<file path="src/rtl/uart_rx_monitor.sv">
`default_nettype none
// ============================================================================
// Module   : uart_rx_monitor
// Brief    : 8N1 UART receiver with mid-bit sampling and a byte FIFO drained
//            through a valid/ready port.
// Revision : 1.0 - initial release
// ============================================================================
module uart_rx_monitor #(
  parameter int CLKS_PER_BIT = 434,
  parameter int FIFO_DEPTH   = 16
) (
  input  logic                          clock,
  input  logic                          reset,
  input  logic                          rxd,
  output logic                          out_valid,
  input  logic                          out_ready,
  output logic [7:0]                    out_data,
  output logic                          frame_err,
  output logic                          overflow,
  output logic [$clog2(FIFO_DEPTH):0]   fifo_count
);

  localparam int c_cnt_w = $clog2(CLKS_PER_BIT);
  localparam int c_ptr_w = $clog2(FIFO_DEPTH);
  localparam logic [c_cnt_w-1:0] c_full_bit = c_cnt_w'(CLKS_PER_BIT - 1);
  localparam logic [c_cnt_w-1:0] c_half_bit = c_cnt_w'(CLKS_PER_BIT / 2 - 1);
  localparam logic [c_ptr_w:0]   c_depth    = (c_ptr_w + 1)'(FIFO_DEPTH);

  typedef enum logic [2:0] {
    S_IDLE  = 3'd0,
    S_START = 3'd1,
    S_DATA  = 3'd2,
    S_STOP  = 3'd3,
    S_BREAK = 3'd4
  } state_t;

  logic               r_sync1, r_sync2;
  state_t             r_state, w_state_nxt;
  logic [c_cnt_w-1:0] r_bit_cnt, w_bit_cnt_nxt;
  logic [2:0]         r_idx, w_idx_nxt;
  logic [7:0]         r_shreg, w_shreg_nxt;
  logic               r_frame_err;
  logic               w_push, w_frame_err, w_sample, w_rxs;

  logic [7:0]         r_mem [FIFO_DEPTH];
  logic [c_ptr_w-1:0] r_wptr, r_rptr;
  logic [c_ptr_w:0]   r_count;
  logic               r_overflow;
  logic               w_pop, w_push_ok;

  assign w_rxs    = r_sync2;
  assign w_sample = (r_bit_cnt == '0);

  always_ff @(posedge clock or posedge reset) begin
    if (reset) begin
      r_sync1     <= 1'b1;
      r_sync2     <= 1'b1;
      r_state     <= S_IDLE;
      r_bit_cnt   <= '0;
      r_idx       <= '0;
      r_shreg     <= '0;
      r_frame_err <= 1'b0;
    end else begin
      r_sync1     <= rxd;
      r_sync2     <= r_sync1;
      r_state     <= w_state_nxt;
      r_bit_cnt   <= w_bit_cnt_nxt;
      r_idx       <= w_idx_nxt;
      r_shreg     <= w_shreg_nxt;
      r_frame_err <= w_frame_err;
    end
  end

  always_comb begin
    w_state_nxt   = r_state;
    w_bit_cnt_nxt = r_bit_cnt;
    w_idx_nxt     = r_idx;
    w_shreg_nxt   = r_shreg;
    w_push        = 1'b0;
    w_frame_err   = 1'b0;
    case (r_state)
      S_IDLE: begin
        if (!w_rxs) begin
          w_state_nxt   = S_START;
          w_bit_cnt_nxt = c_half_bit;
        end
      end
      S_START: begin
        if (!w_sample) begin
          w_bit_cnt_nxt = r_bit_cnt - 1'b1;
        end else if (w_rxs) begin
          w_state_nxt = S_IDLE;
        end else begin
          w_state_nxt   = S_DATA;
          w_bit_cnt_nxt = c_full_bit;
          w_idx_nxt     = '0;
        end
      end
      S_DATA: begin
        if (!w_sample) begin
          w_bit_cnt_nxt = r_bit_cnt - 1'b1;
        end else begin
          w_shreg_nxt   = {w_rxs, r_shreg[7:1]};
          w_bit_cnt_nxt = c_full_bit;
          w_idx_nxt     = r_idx + 1'b1;
          if (r_idx == 3'd7) w_state_nxt = S_STOP;
        end
      end
      S_STOP: begin
        if (!w_sample) begin
          w_bit_cnt_nxt = r_bit_cnt - 1'b1;
        end else if (w_rxs) begin
          w_push      = 1'b1;
          w_state_nxt = S_IDLE;
        end else begin
          w_frame_err = 1'b1;
          w_state_nxt = S_BREAK;
        end
      end
      S_BREAK: begin
        // A line held low stays here so it reports only one framing error.
        if (w_rxs) w_state_nxt = S_IDLE;
      end
      default: w_state_nxt = S_IDLE;
    endcase
  end

  // A pop in the same cycle frees the slot a full FIFO needs for the push.
  assign w_pop     = out_valid && out_ready;
  assign w_push_ok = w_push && ((r_count < c_depth) || w_pop);

  always_ff @(posedge clock or posedge reset) begin
    if (reset) begin
      for (int i = 0; i < FIFO_DEPTH; i++) r_mem[i] <= '0;
      r_wptr     <= '0;
      r_rptr     <= '0;
      r_count    <= '0;
      r_overflow <= 1'b0;
    end else begin
      if (w_push_ok) begin
        r_mem[r_wptr] <= r_shreg;
        r_wptr        <= r_wptr + 1'b1;
      end
      if (w_pop) r_rptr <= r_rptr + 1'b1;
      if (w_push_ok && !w_pop)      r_count <= r_count + 1'b1;
      else if (w_pop && !w_push_ok) r_count <= r_count - 1'b1;
      if (w_push && !w_push_ok) r_overflow <= 1'b1;
    end
  end

  assign out_valid  = (r_count != '0);
  assign out_data   = r_mem[r_rptr];
  assign frame_err  = r_frame_err;
  assign overflow   = r_overflow;
  assign fifo_count = r_count;

endmodule
`default_nettype wire

</file>
<file path="config.mk">
export PLATFORM = sky130hd
export DESIGN_NAME = uart_rx_monitor
export DESIGN_NICKNAME = d
export VERILOG_FILES = /design/src/rtl/uart_rx_monitor.sv
export SDC_FILE = /design/constraint.sdc
export NUM_CORES = 1
export LEC_CHECK = 0
export ABC_CLOCK_PERIOD_IN_PS = 7070
export BUFFER_PORTS_ARGS = -buffer_cell sky130_fd_sc_hd__buf_2
export CAP_MARGIN = 20
export CELL_PAD_IN_SITES_DETAIL_PLACEMENT = 1
export CELL_PAD_IN_SITES_GLOBAL_PLACEMENT = 2
export CORE_ASPECT_RATIO = 1.2
export CORE_UTILIZATION = 48
export CTS_BUF_LIST = sky130_fd_sc_hd__clkbuf_4 sky130_fd_sc_hd__clkbuf_8
export CTS_CLUSTER_SIZE = 28
export DETAILED_ROUTE_END_ITERATION = 10
export PLACE_DENSITY_LB_ADDON = 0.25
export SETUP_SLACK_MARGIN = 0.4
export SLEW_MARGIN = 20
export SYNTH_ARGS = -nofsm -noshare
export SYNTH_HDL_FRONTEND = slang
export SYNTH_SLANG_ARGS = --single-unit
</file>
<file path="constraint.sdc">
create_clock -name clock -period 7.07 [get_ports clock]
set_input_delay 1.0605 -clock clock [delete_from_list [all_inputs] [get_ports clock]]
set_output_delay 1.0605 -clock clock [all_outputs]
set_load 0.005 [all_outputs]
</file>
### Word-level counts from Yosys, hierarchy flattened

Index checks and enable logic that the tools add are counted.

* register bits after elaboration: 168
* output and inout port bits: 16
* bits of input ports: 4
* logic and storage cells: 105

* reduce and logical (&&, ||, !) cells: 19
* add/sub/neg operators: 6
* eq/ne operators: 14
* $lt $le $gt $ge: 4
* bitwise logic cells: 2
* mux-type cells: 33

Operator list (count)
* $bwmux 128: 1
* $mux 9: 5
* $pmux 9 s4: 1
* $bmux 8 s4: 1
* $demux 8 s4: 1
* $mux 3: 10
* $mux 8: 3
* $ne 2x2->1 const B: 8
* $pmux 3 s5: 1
* $ge 5x5->1 const B: 2
* $mux 5: 2
* $not 4->5: 2
* $logic_not 9->1: 1
* $sub 9x1->9 const B: 1
* $add 4x1->4 const B: 2
* $reduce_and 4->1: 2
* $eq 3x2->1 const B: 2
* $eq 3x3->1 const B: 2
* $logic_and 1x1->1: 6
* $mux 1: 6
* $pmux 3 s2: 1
* $reduce_and 6->1: 1
* $add 5x1->5 const B: 1
* $lt 5x1->1 const B: 1
* 13 further kinds: 15

### Logic depth before layout (Yosys ltp)

* depth in word-level cells: 8
* depth in mapped cells: 15
* gate-level depth less buffers: 13

### Least setup slack after synthesis

No wires, ideal clock.

* path type: in2reg
* start: in out_ready
* end: reg r_count[4], in the netlist fifo_count[4]
* path slack: 3614 ps
* arrival: 3376 ps
* buffers on the path: 2
* library setup time: 80 ps
* cell stages on the path: 13
* required time: 6990 ps
* path through: nor2b_1 > nor3b_1 > buf_4 > buf_2 > nand2_1 > inv_1 > ha_1 > inv_1 > fa_1 > a21o_1 > a21oi_1 > mux2i_1 > xnor2_1

* cells in the longest elaborated chain, start to end: 6
* elaborated cells on any way between the ends: 9
* those cells by class: 1 x mux; 8 x reduce/logical

Ends and longest elaborated chain
* start: declaration: RTL line 16 `input logic out_ready,`
* $logic_and 1x1->1 *: RTL line 129 `assign w_pop = out_valid && out_ready;`
* $logic_or 1x1->1 *: RTL line 130 `assign w_push_ok = w_push && ((r_count < c_depth) || w_pop);`
* $logic_and 1x1->1 *: RTL line 130
* named net w_push_ok: RTL line 49 `logic w_pop, w_push_ok;`
* $logic_not 1->1: RTL line 146 `else if (w_pop && !w_push_ok) r_count <= r_count - 1'b1;`
* $logic_and 1x1->1: RTL line 146
* $reduce_bool 2->1 (no line)
* end signal: assignment: RTL line 145 `if (w_push_ok && !w_pop) r_count <= r_count + 1'b1;`
* end signal: assignment: RTL line 146
* end: declaration: RTL line 47 `logic [c_ptr_w:0] r_count;`

The timed path passes the listed nets; every way through them passes the cells marked *.
A chain may end at the register's enable or synchronous reset.

### Worst setup path in the final report

* start: reg r_rptr[0]
* end: out out_data[7]

* cells in the longest elaborated chain, start to end: 4

Ends and longest elaborated chain
* start: declaration: RTL line 46 `logic [c_ptr_w-1:0] r_wptr, r_rptr;`
* start signal: assignment: RTL line 144 `if (w_pop) r_rptr <= r_rptr + 1'b1;`
* $not 4->5 (implied by the code): RTL line 152 `assign out_data = r_mem[r_rptr];`
* $bmux 8 s4: RTL line 152
* $mux 8 (implied by the code) (2 in series): RTL line 152
* end: declaration: RTL line 17 `output logic [7:0] out_data,`

Every way passes these cells. The select of a mux whose other input is x is not followed.

==> results.yml <==
routing:
  drtIter0Drc: 214
  dr.pass1.iters: 4
  wl_per_cell_um: 23.8
  viasPerCell: 6.04
  ant_nets: 0
  drc: 0
  wirelength_mm: 18.7
  num_vias: 4739
clocking:
  cts_root_buf: "clkbuf_8"
  clk_pin_slew_ns: 0.09
  numCtsBuffers: 17
  cts_tree: "yes"
  cts_hold_buffers: 0
  clock_sinks: 168
  cts_resized: 0
  clk_latency_ns: 0.46
  cts_htree_levels: 4
  cts_setup_buffers: 0
  clk_path_buf_depth: 2
global_routing:
  grtUsageMet1_pct: 31.8
  grt_pass1_vias: 5222
  use_met2_pct: 39.3
  antenna_found_initial: 0
  grt_pass1_wl_mm: 30.6
  grt_util_all_layers_pct: 23.7
  use_met3_pct: 3.22
  grt_overflow_total: 0
  grt_start_max_net_pins: 105
  grt_busiest_layer: "met2"
power_and_ir_drop:
  cellLeakagePower_uw: 0.00440
  pwr_density_cell_nw_per_um2: 250
  p_int_uw: 1640
  p_switching_uw: 594
  clkPwrFrac_pct: 38.3
  vdd_drop_max_v: 0.000146
  pwr-share-seq_pct: 46.8
  power.share.switching_pct: 26.5
  power_uw: 2240
  pwr-share-comb_pct: 14.9
logic_synthesis:
  ys_types: 58
  yosysSeqAreaShare_pct: 51.3
  ys.flop_type: "dfrtp_1"
  async_reset_ff_share_pct: 100
  synthesis.area_um2: 8200
  synthCells: 548
  synth_edf_count: 0
  yosys_warnings: 0
  synth.avg_cell_area_um2: 15.0
  synthesis.nets: 566
  ys_ff_latch: 168
place:
  hpwl_mm: 11.7
  gp_congestion: 0.775
  io_buffer_count: 19
timing:
  hold_viol: 0
  final-max-slew-violation-count: 0
  maxSlewHeadroom_pct: 36.8
  fmax_mhz: 268
  tightest_slew_ns: 0.947
  rsz0062_at_grt: "no"
  timing.final.crit_share_pct: 52.8
  finalClockSkew_ns: 0.00809
  setup_tns_ns: 0
  setup_viol: 0
  fin_crit_ns: 3.73
cells_and_area:
  final_common_cell: "dfrtp_1"
  layout-drive-gt1-share_pct: 45.0
  area_growth_syn_to_layout_pct: 9.13
  final_cell_mix: "165 x dfrtp_1, 137 x mux2_2, 40 x mux4_2, 19 x buf_2, 17 x clkbuf_8"
  diodes: 0
  nets: 574
setup_path:
  slowest_stage: "mux4_2"
  path_buf_inv: 2
  r2r_slack_ns: 3.43
  cp.arrival_ns: 2.67
  path_max_fanout: 35
  crit_required_ns: 6.01
  critical-path-top-delay-family: "multiplexers"
  crit_top_cell: "mux4_2"
  timing.rr.start: "r_bit_cnt[0]$_DFFE_PP0P_"
  critical_path_class: "reg -> out"
  crit_path_end_kind: "output pin"
  crit_chain: "buf_4 > mux4_2 > mux4_2 > buf_2"
  reg2reg_to: "fifo_count[4]$_DFFE_PP0P_"
  r2r_cells: 13
  worst_setup_path_start_kind: "register"
  slowest_delay_ns: 0.61
worst_hold_path:
  whs_path_depth: 0
  hp-class: "reg -> reg"
  holdPathEnd: "r_sync2$_DFF_PP1_"
  min_from: "r_sync1$_DFF_PP1_"
run:
  drv_cap: 0
floorplanning:
  ioPinCount: 20
  die_h_um: 145
  fp-row-count: 52
  start_util_pct: 48.8
  dieArea_um2: 17600
  die_w_um: 121
  coreArea_um2: 16800
run_status:
  status: "complete, no violations"
==> flip-flops by register name, indices dropped and copies added (netlist names) <==
register and cells:
r_sync1 1, r_sync2 1, frame_err 1, r_idx 3, r_wptr 4, fifo_count 5, r_bit_cnt 9, r_rptr 4
overflow 1, r_shreg 8, r_state 3, r_mem 128
==> kinds of logic after synthesis <==
logic type      share of synthesized area [%]
mux                                      30.7
buf+inv                                  2.79
xor+xnor                                 1.18
compound gates                           3.88
fa+ha+maj                                2.23
simple gates                             7.91
flops                                    51.3
==> worst reg2reg max path: cells and delay by family, from the launching register on <==
kind,cells,cell delay [ns]
simple gates,3,1.35
fa+ha+maj,3,0.74
flops,1,0.43
compound gates,2,0.34
buf+inv,3,0.32
mux,1,0.24
xor+xnor,1,0.14
==> cell type report <==
type                    count  area (um^2)
fillers                  1615         7840
flip-flops and latches    168         4210
multi-input cells         331         3770
well taps                 216          270
clock inverters            14          269
clock buffers              18          241
repair buffers             24          133
inverters                  14         57.6
==> Yosys cell counts, types with 7 or more instances <==
cell type | number | share of area, %
dfrtp_1 | 166 | 51
mux2_2 | 137 | 19
mux4_2 | 40 | 11
clkbuf_1 | 20 | 0.92
inv_1 | 14 | 0.64
ha_1 | 13 | 2.0
nand2_1 | 12 | 0.55
nand4_4 | 12 | 3.1
nor2_1 | 11 | 0.50
a21oi_1 | 9 | 0.55
buf_2 | 8 | 0.49
xnor2_1 | 8 | 0.85
nand3_1 | 7 | 0.43
==> routing by layer <==
metal | routed length [um] | vias to the layer above
met5 | 0 | -
met4 | 323 | 0
met3 | 406 | 22
met2 | 9840 | 67
met1 | 8140 | 2555
li1 | - | 2095
==> how the worst max path moves through the flow <==
stage                                  start                         to  slack (ns)  cells past startpoint
detailed placement  r_bit_cnt[0]$_DFFE_PP0P_  fifo_count[4]$_DFFE_PP0P_        3.41                     13
global placement    r_bit_cnt[0]$_DFFE_PP0P_  fifo_count[4]$_DFFE_PP0P_        3.52                     13
global route        r_bit_cnt[0]$_DFFE_PP0P_  fifo_count[4]$_DFFE_PP0P_        3.11                     13
finish                 r_rptr[0]$_DFFE_PP0P_                out_data[7]        3.34                      4
CTS                    r_rptr[0]$_DFFE_PP0P_                out_data[7]        3.26                      4
floorplan                              reset  fifo_count[0]$_DFFE_PP0P_        1.47                      1
==> metrics by stage <==
step	hold WS, ns	util (%)	cell area, um^2	instances	worst slack [ns]
after CTS	0.366	53.3	8950	785	3.26
after global placement	0.350	50.3	8440	753	3.52
after detailed placement	0.350	50.3	8440	753	3.41
final	0.365	53.3	8950	785	3.34
after global routing	0.368	53.3	8950	785	3.11
after floorplan	0.345	-	8200	548	1.47
==> power by group through the flow <==
stage,Combinational [uW],Clock [uW],Sequential (uW)
6_report,334,856,1050
5_1_grt,370,915,1060
4_1_cts,344,876,1050
3_5_place_dp,346,0,1070
3_3_place_gp,339,0,1070
2_1_floorplan,285,0,1030
(Power assumes the default switching activity.)
